## config.mk

```make
export PLATFORM = sky130hd
export DESIGN_NAME = pbs_key_capture
export DESIGN_NICKNAME = d
export VERILOG_FILES = /design/src/rtl/pbs_pkg.sv /design/src/rtl/pbs_sync2.sv /design/src/rtl/pbs_key_capture.sv
export SDC_FILE = /design/constraint.sdc
export NUM_CORES = 1
export LEC_CHECK = 0
export ABC_AREA = 1
export CORE_MARGIN = 4
export CORE_UTILIZATION = 55
export CTS_CLUSTER_DIAMETER = 50
export CTS_CLUSTER_SIZE = 14
export DETAILED_ROUTE_END_ITERATION = 7
export PLACE_DENSITY = 0.75
export SLEW_MARGIN = 20
export SYNTH_ARGS = -nofsm -noshare
export SYNTH_HDL_FRONTEND = slang
export SYNTH_SLANG_ARGS = --single-unit
```

## constraint.sdc

```tcl
create_clock -name clk -period 3.9 [get_ports clk]
set_input_delay 1.17 -clock clk [delete_from_list [all_inputs] [get_ports clk]]
set_output_delay 1.17 -clock clk [all_outputs]
set_load 0.05 [all_outputs]
```

## src/rtl/pbs_pkg.sv

```systemverilog
// Shared types and constants for the push-button / move-switch input path.
//   key_state_t           : debounce FSM states
//   MOVE_W_DEFAULT        : default width of the player move code
//   DEBOUNCE_CYCLES_50MHZ : 20 ms of stable level at 50 MHz
package pbs_pkg;

  typedef enum logic [1:0] {
    IDLE         = 2'd0,
    PRESS_WAIT   = 2'd1,
    PRESSED      = 2'd2,
    RELEASE_WAIT = 2'd3
  } key_state_t;

  localparam int unsigned MOVE_W_DEFAULT        = 2;
  localparam int unsigned DEBOUNCE_CYCLES_50MHZ = 1000000;

endpackage

```

## src/rtl/pbs_sync2.sv

```systemverilog
// Two-flop synchroniser for asynchronous level inputs.
//   clk, reset_n : clock, async active-low reset (both flops load RESET_VAL)
//   d_i          : asynchronous input
//   q_o          : synchronised output, two clocks of latency
module pbs_sync2 #(
  parameter int unsigned       WIDTH     = 1,
  parameter logic [WIDTH-1:0]  RESET_VAL = '0
) (
  input  logic             clk,
  input  logic             reset_n,
  input  logic [WIDTH-1:0] d_i,
  output logic [WIDTH-1:0] q_o
);

  logic [WIDTH-1:0] meta_q;
  logic [WIDTH-1:0] sync_q;

  // First flop may go metastable; second flop gives it a full cycle to settle.
  always_ff @(posedge clk or negedge reset_n) begin
    if (!reset_n) begin
      meta_q <= RESET_VAL;
      sync_q <= RESET_VAL;
    end else begin
      meta_q <= d_i;
      sync_q <= meta_q;
    end
  end

  assign q_o = sync_q;

endmodule

```

## src/rtl/pbs_key_capture.sv

```systemverilog
// Conditions the raw push-button and move switches for the battle control FSM.
//   clk, reset_n : clock, async active-low reset
//   key_n        : raw button, 0 = pressed, asynchronous
//   move_sw      : raw move switches, asynchronous
//   enable       : control FSM is accepting moves
//   move_ack     : control FSM consumed the held move
//   go_pulse     : one-cycle pulse per debounced press
//   key_level    : debounced level, 1 = pressed
//   move         : move latched on the last accepted press
//   move_valid   : move holds an unconsumed value
//   overrun      : one-cycle pulse when a press could not deliver its move
module pbs_key_capture
  import pbs_pkg::*;
#(
  parameter int unsigned DEBOUNCE_CYCLES = DEBOUNCE_CYCLES_50MHZ,
  parameter int unsigned MOVE_W          = MOVE_W_DEFAULT
) (
  input  logic              clk,
  input  logic              reset_n,
  input  logic              key_n,
  input  logic [MOVE_W-1:0] move_sw,
  input  logic              enable,
  input  logic              move_ack,
  output logic              go_pulse,
  output logic              key_level,
  output logic [MOVE_W-1:0] move,
  output logic              move_valid,
  output logic              overrun
);

  localparam int unsigned    CNT_W    = (DEBOUNCE_CYCLES > 1) ? $clog2(DEBOUNCE_CYCLES) : 1;
  localparam logic [CNT_W-1:0] CNT_LAST = CNT_W'(DEBOUNCE_CYCLES - 1);

  logic              key_sync;
  logic [MOVE_W-1:0] move_sync;

  key_state_t        state_q, state_d;
  logic [CNT_W-1:0]  cnt_q, cnt_d;
  logic              press_evt_c;
  logic              press_evt_q;
  logic              accept_c;

  logic              go_pulse_q;
  logic              key_level_q, key_level_d;
  logic [MOVE_W-1:0] move_q, move_d;
  logic              move_valid_q, move_valid_d;
  logic              overrun_q, overrun_d;

  // Released key reads 1 out of reset so a held key is seen as a fresh press.
  pbs_sync2 #(
    .WIDTH     (1),
    .RESET_VAL (1'b1)
  ) u_sync_key (
    .clk     (clk),
    .reset_n (reset_n),
    .d_i     (key_n),
    .q_o     (key_sync)
  );

  pbs_sync2 #(
    .WIDTH     (MOVE_W),
    .RESET_VAL ('0)
  ) u_sync_move (
    .clk     (clk),
    .reset_n (reset_n),
    .d_i     (move_sw),
    .q_o     (move_sync)
  );

  // Debounce FSM: a level change must hold for DEBOUNCE_CYCLES before acceptance.
  always_comb begin
    state_d     = state_q;
    cnt_d       = cnt_q;
    press_evt_c = 1'b0;
    unique case (state_q)
      IDLE: begin
        if (!key_sync) begin
          state_d = PRESS_WAIT;
          cnt_d   = '0;
        end
      end
      PRESS_WAIT: begin
        if (key_sync) begin
          state_d = IDLE;
        end else if (cnt_q == CNT_LAST) begin
          state_d     = PRESSED;
          press_evt_c = 1'b1;
        end else begin
          cnt_d = cnt_q + CNT_W'(1);
        end
      end
      PRESSED: begin
        if (key_sync) begin
          state_d = RELEASE_WAIT;
          cnt_d   = '0;
        end
      end
      RELEASE_WAIT: begin
        if (!key_sync) begin
          state_d = PRESSED;
        end else if (cnt_q == CNT_LAST) begin
          state_d = IDLE;
        end else begin
          cnt_d = cnt_q + CNT_W'(1);
        end
      end
      default: begin
        state_d = IDLE;
        cnt_d   = '0;
      end
    endcase
  end

  // Move handshake; acts on the press event registered one cycle after PRESSED entry.
  always_comb begin
    move_d       = move_q;
    move_valid_d = move_valid_q;
    accept_c     = enable && (!move_valid_q || move_ack);
    overrun_d    = press_evt_q && !accept_c;
    key_level_d  = (state_d == PRESSED) || (state_d == RELEASE_WAIT);
    if (press_evt_q && accept_c) begin
      move_d       = move_sync;
      move_valid_d = 1'b1;
    end else if (move_ack && move_valid_q) begin
      move_valid_d = 1'b0;
    end
  end

  always_ff @(posedge clk or negedge reset_n) begin
    if (!reset_n) begin
      state_q      <= IDLE;
      cnt_q        <= '0;
      press_evt_q  <= 1'b0;
      go_pulse_q   <= 1'b0;
      key_level_q  <= 1'b0;
      move_q       <= '0;
      move_valid_q <= 1'b0;
      overrun_q    <= 1'b0;
    end else begin
      state_q      <= state_d;
      cnt_q        <= cnt_d;
      press_evt_q  <= press_evt_c;
      go_pulse_q   <= press_evt_q;
      key_level_q  <= key_level_d;
      move_q       <= move_d;
      move_valid_q <= move_valid_d;
      overrun_q    <= overrun_d;
    end
  end

  assign go_pulse   = go_pulse_q;
  assign key_level  = key_level_q;
  assign move       = move_q;
  assign move_valid = move_valid_q;
  assign overrun    = overrun_q;

endmodule

```

# Word-level counts from Yosys, hierarchy flattened
# Cells that the tools add are included.
dict set report word_totals {
  regBits 35
  in_bits 7
  out_inout_bits 6
  wordCells 52
}
dict set report op_classes {
  add_sub_neg 1
  eq_ne 10
  mux 18
  reduce_logical 11
}
# operator count
set ops {}
lappend ops {{20-bit two-way mux} 5}
lappend ops {{20-bit one-hot mux with 4 select lines} 1}
lappend ops {{20-bit by 1-bit adder with 20-bit output (second input constant)} 1}
lappend ops {{20-bit equality test (second input constant)} 1}
lappend ops {{2-bit two-way mux} 6}
lappend ops {{2-bit equality test (second input constant)} 4}
lappend ops {{2-bit one-hot mux with 4 select lines} 1}
lappend ops {{1-bit two-way mux} 5}
lappend ops {{1-bit logical AND} 4}
lappend ops {{2-bit by 1-bit inequality test with 1-bit output (second input constant)} 2}
lappend ops {{2-bit inequality test (second input constant)} 2}
lappend ops {{4-bit AND reduction} 1}
lappend ops {{2-bit by 1-bit equality test with 1-bit output (second input constant)} 1}
lappend ops {{1-bit logical NOT} 2}
lappend ops {{2-bit logical NOT} 1}
lappend ops {{1-bit logical OR} 2}
lappend ops {{2-bit nonzero test} 1}

# Longest topological paths before layout
dict set report depth {
  depth_word 6
  depth_mapped 10
  ltp_nobuf 9
}

# By module
# Synthesis repeated with hierarchy kept, for this count alone.
dict set report unflattened {
  hier_cells 238
  hier_area_um2 1815.5
}
# mod n_inst cells_per_inst area_per_inst_um2 seq_area_each_um2
set modules_own_cells {}
lappend modules_own_cells {pbs_key_capture 1 232 1662.8 700.7}
lappend modules_own_cells {{pbs_sync2 at u_sync_move} 1 4 100.1 100.1}
lappend modules_own_cells {{pbs_sync2 at u_sync_key} 1 2 52.6 52.6}

# Least setup slack after synthesis
# OpenSTA, ideal clock, no wires.
dict set report synth_timing {
  path_type {input to register}
  from {input move_ack}
  to {register move_q[0] (netlist: move[0])}
  setup_ps 125
  t_arrival_ps 1723
  t_required_ps 3775
  path_slack_ps 2053
  cell_stages 4
  path_buffers 0
  path_cell_list {inv_1 > nand2_1 > nand3_1 > mux2_2}
}
dict set report synth_via {
  elab_chain_len 3
}
# item line
set synth_lines {}
lappend synth_lines {{from (decl)} pbs_key_capture.sv:23} ;# input logic move_ack,
lappend synth_lines {{1-bit logical OR} pbs_key_capture.sv:118} ;# accept_c = enable && (!move_valid_q || move_ack);
lappend synth_lines {{1-bit logical AND} pbs_key_capture.sv:118}
lappend synth_lines {{1-bit logical AND} pbs_key_capture.sv:121} ;# if (press_evt_q && accept_c) begin
lappend synth_lines {{to (signal assigned)} pbs_key_capture.sv:145} ;# move_q <= move_d;
lappend synth_lines {{to (decl)} pbs_key_capture.sv:45} ;# logic [MOVE_W-1:0] move_q, move_d;
# No other way between the ends.
# A chain may end at the register's enable or synchronous reset.

# Worst setup path after layout
dict set report layout_timing {
  from {register key_level_q (netlist: key_level)}
  to {output key_level}
}
# item line
set layout_lines {}
lappend layout_lines {{from (decl)} pbs_key_capture.sv:44} ;# logic key_level_q, key_level_d;
lappend layout_lines {{from (signal assigned)} pbs_key_capture.sv:144} ;# key_level_q <= key_level_d;
lappend layout_lines {{to (decl)} pbs_key_capture.sv:25} ;# output logic key_level,
# No word-level cell between the ends.

==> qor.csv <==
stage,metric,value,unit
global_routing,number of global-route vias before repair,1434,
final_layout,register area,853,um2
clock_network,Worst-path clk slew,0.09,ns
clock_network,H-tree levels,2,
worst_setup_path,WP data arrival,1.56,ns
floorplan,Die Area,0.00430,mm2
pwr,Power Density,329,mW/mm2
floorplan,Die Height,65.6,um
global_routing,largest net degree at the start of global routing,35,
global_routing,grt ovf,0,
worst_setup_path,"Cell Chain, Critical Path",clkdlybuf4s50_1,
detailed_routing,routed len/inst,12.3,um
timing,unrepaired setup endpoints after global routing,false,
placed_design,placed instance area,0.00195,mm2
final_layout,n_diodes,0,
placed_design,dpl cells,288,
timing,Final Cycle Share,70.1,%
synth,Synth Register Bits,34,
final_layout,Fill cells,278,
floorplan,core area,0.00310,mm2
worst_setup_path,CP Launch Type,register,
global_routing,gr usage total,19.7,%
status,status,finished clean,
detailed_routing,Final ANT Viol Nets,0,
worst_setup_path,Top Family by Delay on Critical Path,buffers and inverters,
synth,yosys synthesis warning count,0,
floorplan,initial core utilization,58.7,%
placed_design,IO buf count,12,
final_layout,Area Growth Syn to Fin,11.7,%
worst_setup_path,Worst Path Buf+Inv,1,
clock_network,Root Driver,clkbuf_4,
final_layout,share of layout cells above drive strength 1,8.73,%
final_layout,final core occ,65.6,%
clock_network,Worst-Skew Late Latency,0.35,ns
worst_setup_path,max incr delay on CP,0.82,ns
global_routing,initial antenna violation count,0,
detailed_routing,via count,1513,
timing,Final Setup Violations,0,
worst_setup_path,R2R cell count,8,
clock_network,CTS Buf Count,5,
pwr,Max IR drop VDD,287,uV
worst_setup_path,Setup crit end kind,output pin,
timing,final hold violation count,0,
hold_path,Min-Delay Path Class,reg -> reg,
global_routing,first-pass GRT wire length,6.38,mm
timing,Setup WS post-layout,1.17,ns
synth,register area share after synthesis,46.8,%
placed_design,Placer Congestion,0.880,
final_layout,fin cells,296,
synth,top-area cell type share of the netlist area,43.9,%
timing,slew margin rel.,58.6,%
placed_design,dpl hpwl,2.63,mm
detailed_routing,DRC viols,0,
timing,Tightest Pin Transition,0.621,ns
worst_setup_path,required time of the critical path,2.73,ns
timing,Final min period,2.73,ns
flow_run,max-cap violations,0,
floorplan,Die X-Extent,65.6,um
final_layout,multi-input gate area in the final layout,845,um2
synth,cell taking the most area after synthesis,dfrtp_1,
pwr,leakage,0.855,nW
synth,Area contributors post-synth,"dfrtp_1, nand2_1, nand3_1",
worst_setup_path,CP max stage cell,clkdlybuf4s50_1,
clock_network,CTS tree,done,
synth,Mean Syn Cell Area,7.69,um2
synth,Synth Net Count,245,
timing,clk_skew,0.0212,ns
synth,Syn Std Cell Area,0.00182,mm2
final_layout,Layout Nets,259,
timing,Max Freq,0.366,GHz
pwr,overall power,0.671,mW
detailed_routing,drt pass-1 iters,4,
placed_design,pre-CTS WS,1.53,ns
detailed_routing,1st-iter DRT viols,84,
floorplan,# rows,20,
worst_setup_path,critical path type,reg -> out,
worst_setup_path,Crit Path Max Fanout,4,
final_layout,final instance area,0.00204,mm2
clock_network,Post-CTS Setup Inserts,0,
detailed_routing,Via density,5.11,
floorplan,io pins,13,
synth,post-synth cell types,30,
clock_network,Sink Count,34,
timing,max-slew violations,0,
clock_network,post-cts resize count,0,
clock_network,CTS hold repair buffers,0,
timing,hold slack,0.355,ns
detailed_routing,total routed wirelength,3.65,mm
hold_path,Worst Hold Depth,0,
worst_setup_path,critical path depth,1,
synth,Syn Inst Count,237,
timing,Setup TNS,0,ns
clock_network,clock tree buffer depth,2,
## synth_stat cells
library cell,instances
nand2_2,1
o21ai_2,3
a21oi_1,1
nor2_1,30
mux2i_1,1
buf_6,2
buf_1,1
o21bai_1,3
nand3_2,2
xnor2_1,1
nand3_1,23
buf_8,1
nand2_1,77
o21ai_1,3
xor2_1,2
ha_1,1
and2_1,2
nand4_1,7
nor2_2,2
mux2_2,2
buf_4,1
a21boi_0,1
nor3_1,2
or2_2,2
nand3b_1,1
inv_1,19
buf_2,1
o21ai_0,11
dfrtp_1,32
dfstp_2,2
## layer usage
| metal | vias up | wire [um] | global-route usage [%] |
|---|---|---|---|
| met2 | 38 | 1650 | 30.5 |
| met1 | 681 | 1740 | 26.2 |
| met3 | 5 | 213 | 4.27 |
| met4 | 0 | 40 | 9.59 |
| met5 | - | 0 | 0 |
| li1 | 789 | - | - |
## power breakdown
part / switching [mW] / leakage (nW) / internal, mW
logic: 0.0203 / 0.355 / 0.0110
registers: 0.00893 / 0.455 / 0.360
clock network: 0.117 / 0.0455 / 0.153
## cell families after synthesis
| group | share of synthesized area [%] |
|---|---|
| muxes | 1.78 |
| xor gates and xnor gates | 1.44 |
| and+or+nand+nor | 35.2 |
| DFF | 46.8 |
| adders and majority gates | 0.686 |
| buffers and inverters | 6.86 |
| AOI/OAI and AO/OA | 7.21 |
## layout make-up
cell class	instances	share of cell area, %
Inverter	19	3.50
Clock inverter	1	1.47
Multi-Input combinational cell	178	41.5
Timing Repair Buffer	13	6.27
Sequential cell	34	41.9
Tap cell	44	2.70
Clock buffer	7	2.70
## flip-flops by register name, summed over array words and instances (netlist names)
register,count
cnt_q,20
go_pulse,1
key_level,1
move,2
move_valid,1
overrun,1
press_evt_q,1
state_q,1
u_sync_key.meta_q,1
u_sync_key.q_o,1
u_sync_move.meta_q,2
u_sync_move.q_o,2
## final timing paths
check | start | endpoint | slack, ns
max in group asynchronous | reset_n | u_sync_key.q_o$_DFF_PN1_ | 2.34
setup / recovery | key_level$_DFF_PN0_ | key_level | 1.17
hold / removal | u_sync_move.meta_q[0]$_DFF_PN0_ | u_sync_move.q_o[0]$_DFF_PN0_ | 0.35
min in group asynchronous | reset_n | cnt_q[16]$_DFFE_PN0P_ | 1.21
hold reg to reg | u_sync_move.meta_q[0]$_DFF_PN0_ | u_sync_move.q_o[0]$_DFF_PN0_ | 0.35
setup reg to reg | cnt_q[0]$_DFFE_PN0P_ | cnt_q[18]$_DFFE_PN0P_ | 1.59
## cells in the final DEF (no fill, tap or decap)
master and instances:
o21bai_1 3, a21oi_1 1, nand4_1 7, a21boi_0 1
or2_2 2, o21ai_2 3, xor2_1 2, dfstp_2 2
dfrtp_1 32, nand3_1 23, o21ai_1 3, clkbuf_8 1
nor2_2 2, clkbuf_4 5, mux2i_1 1, nor2_1 30
mux2_2 2, o21ai_0 11, clkdlybuf4s50_1 12, buf_4 1
inv_1 19, and2_1 2, ha_1 1, nand3b_1 1
nand3_2 2, nand2_2 1, nand2_1 77, clkbuf_1 1
bufinv_16 1, xnor2_1 1, nor3_1 2
Power figures use the tool's default switching activity.
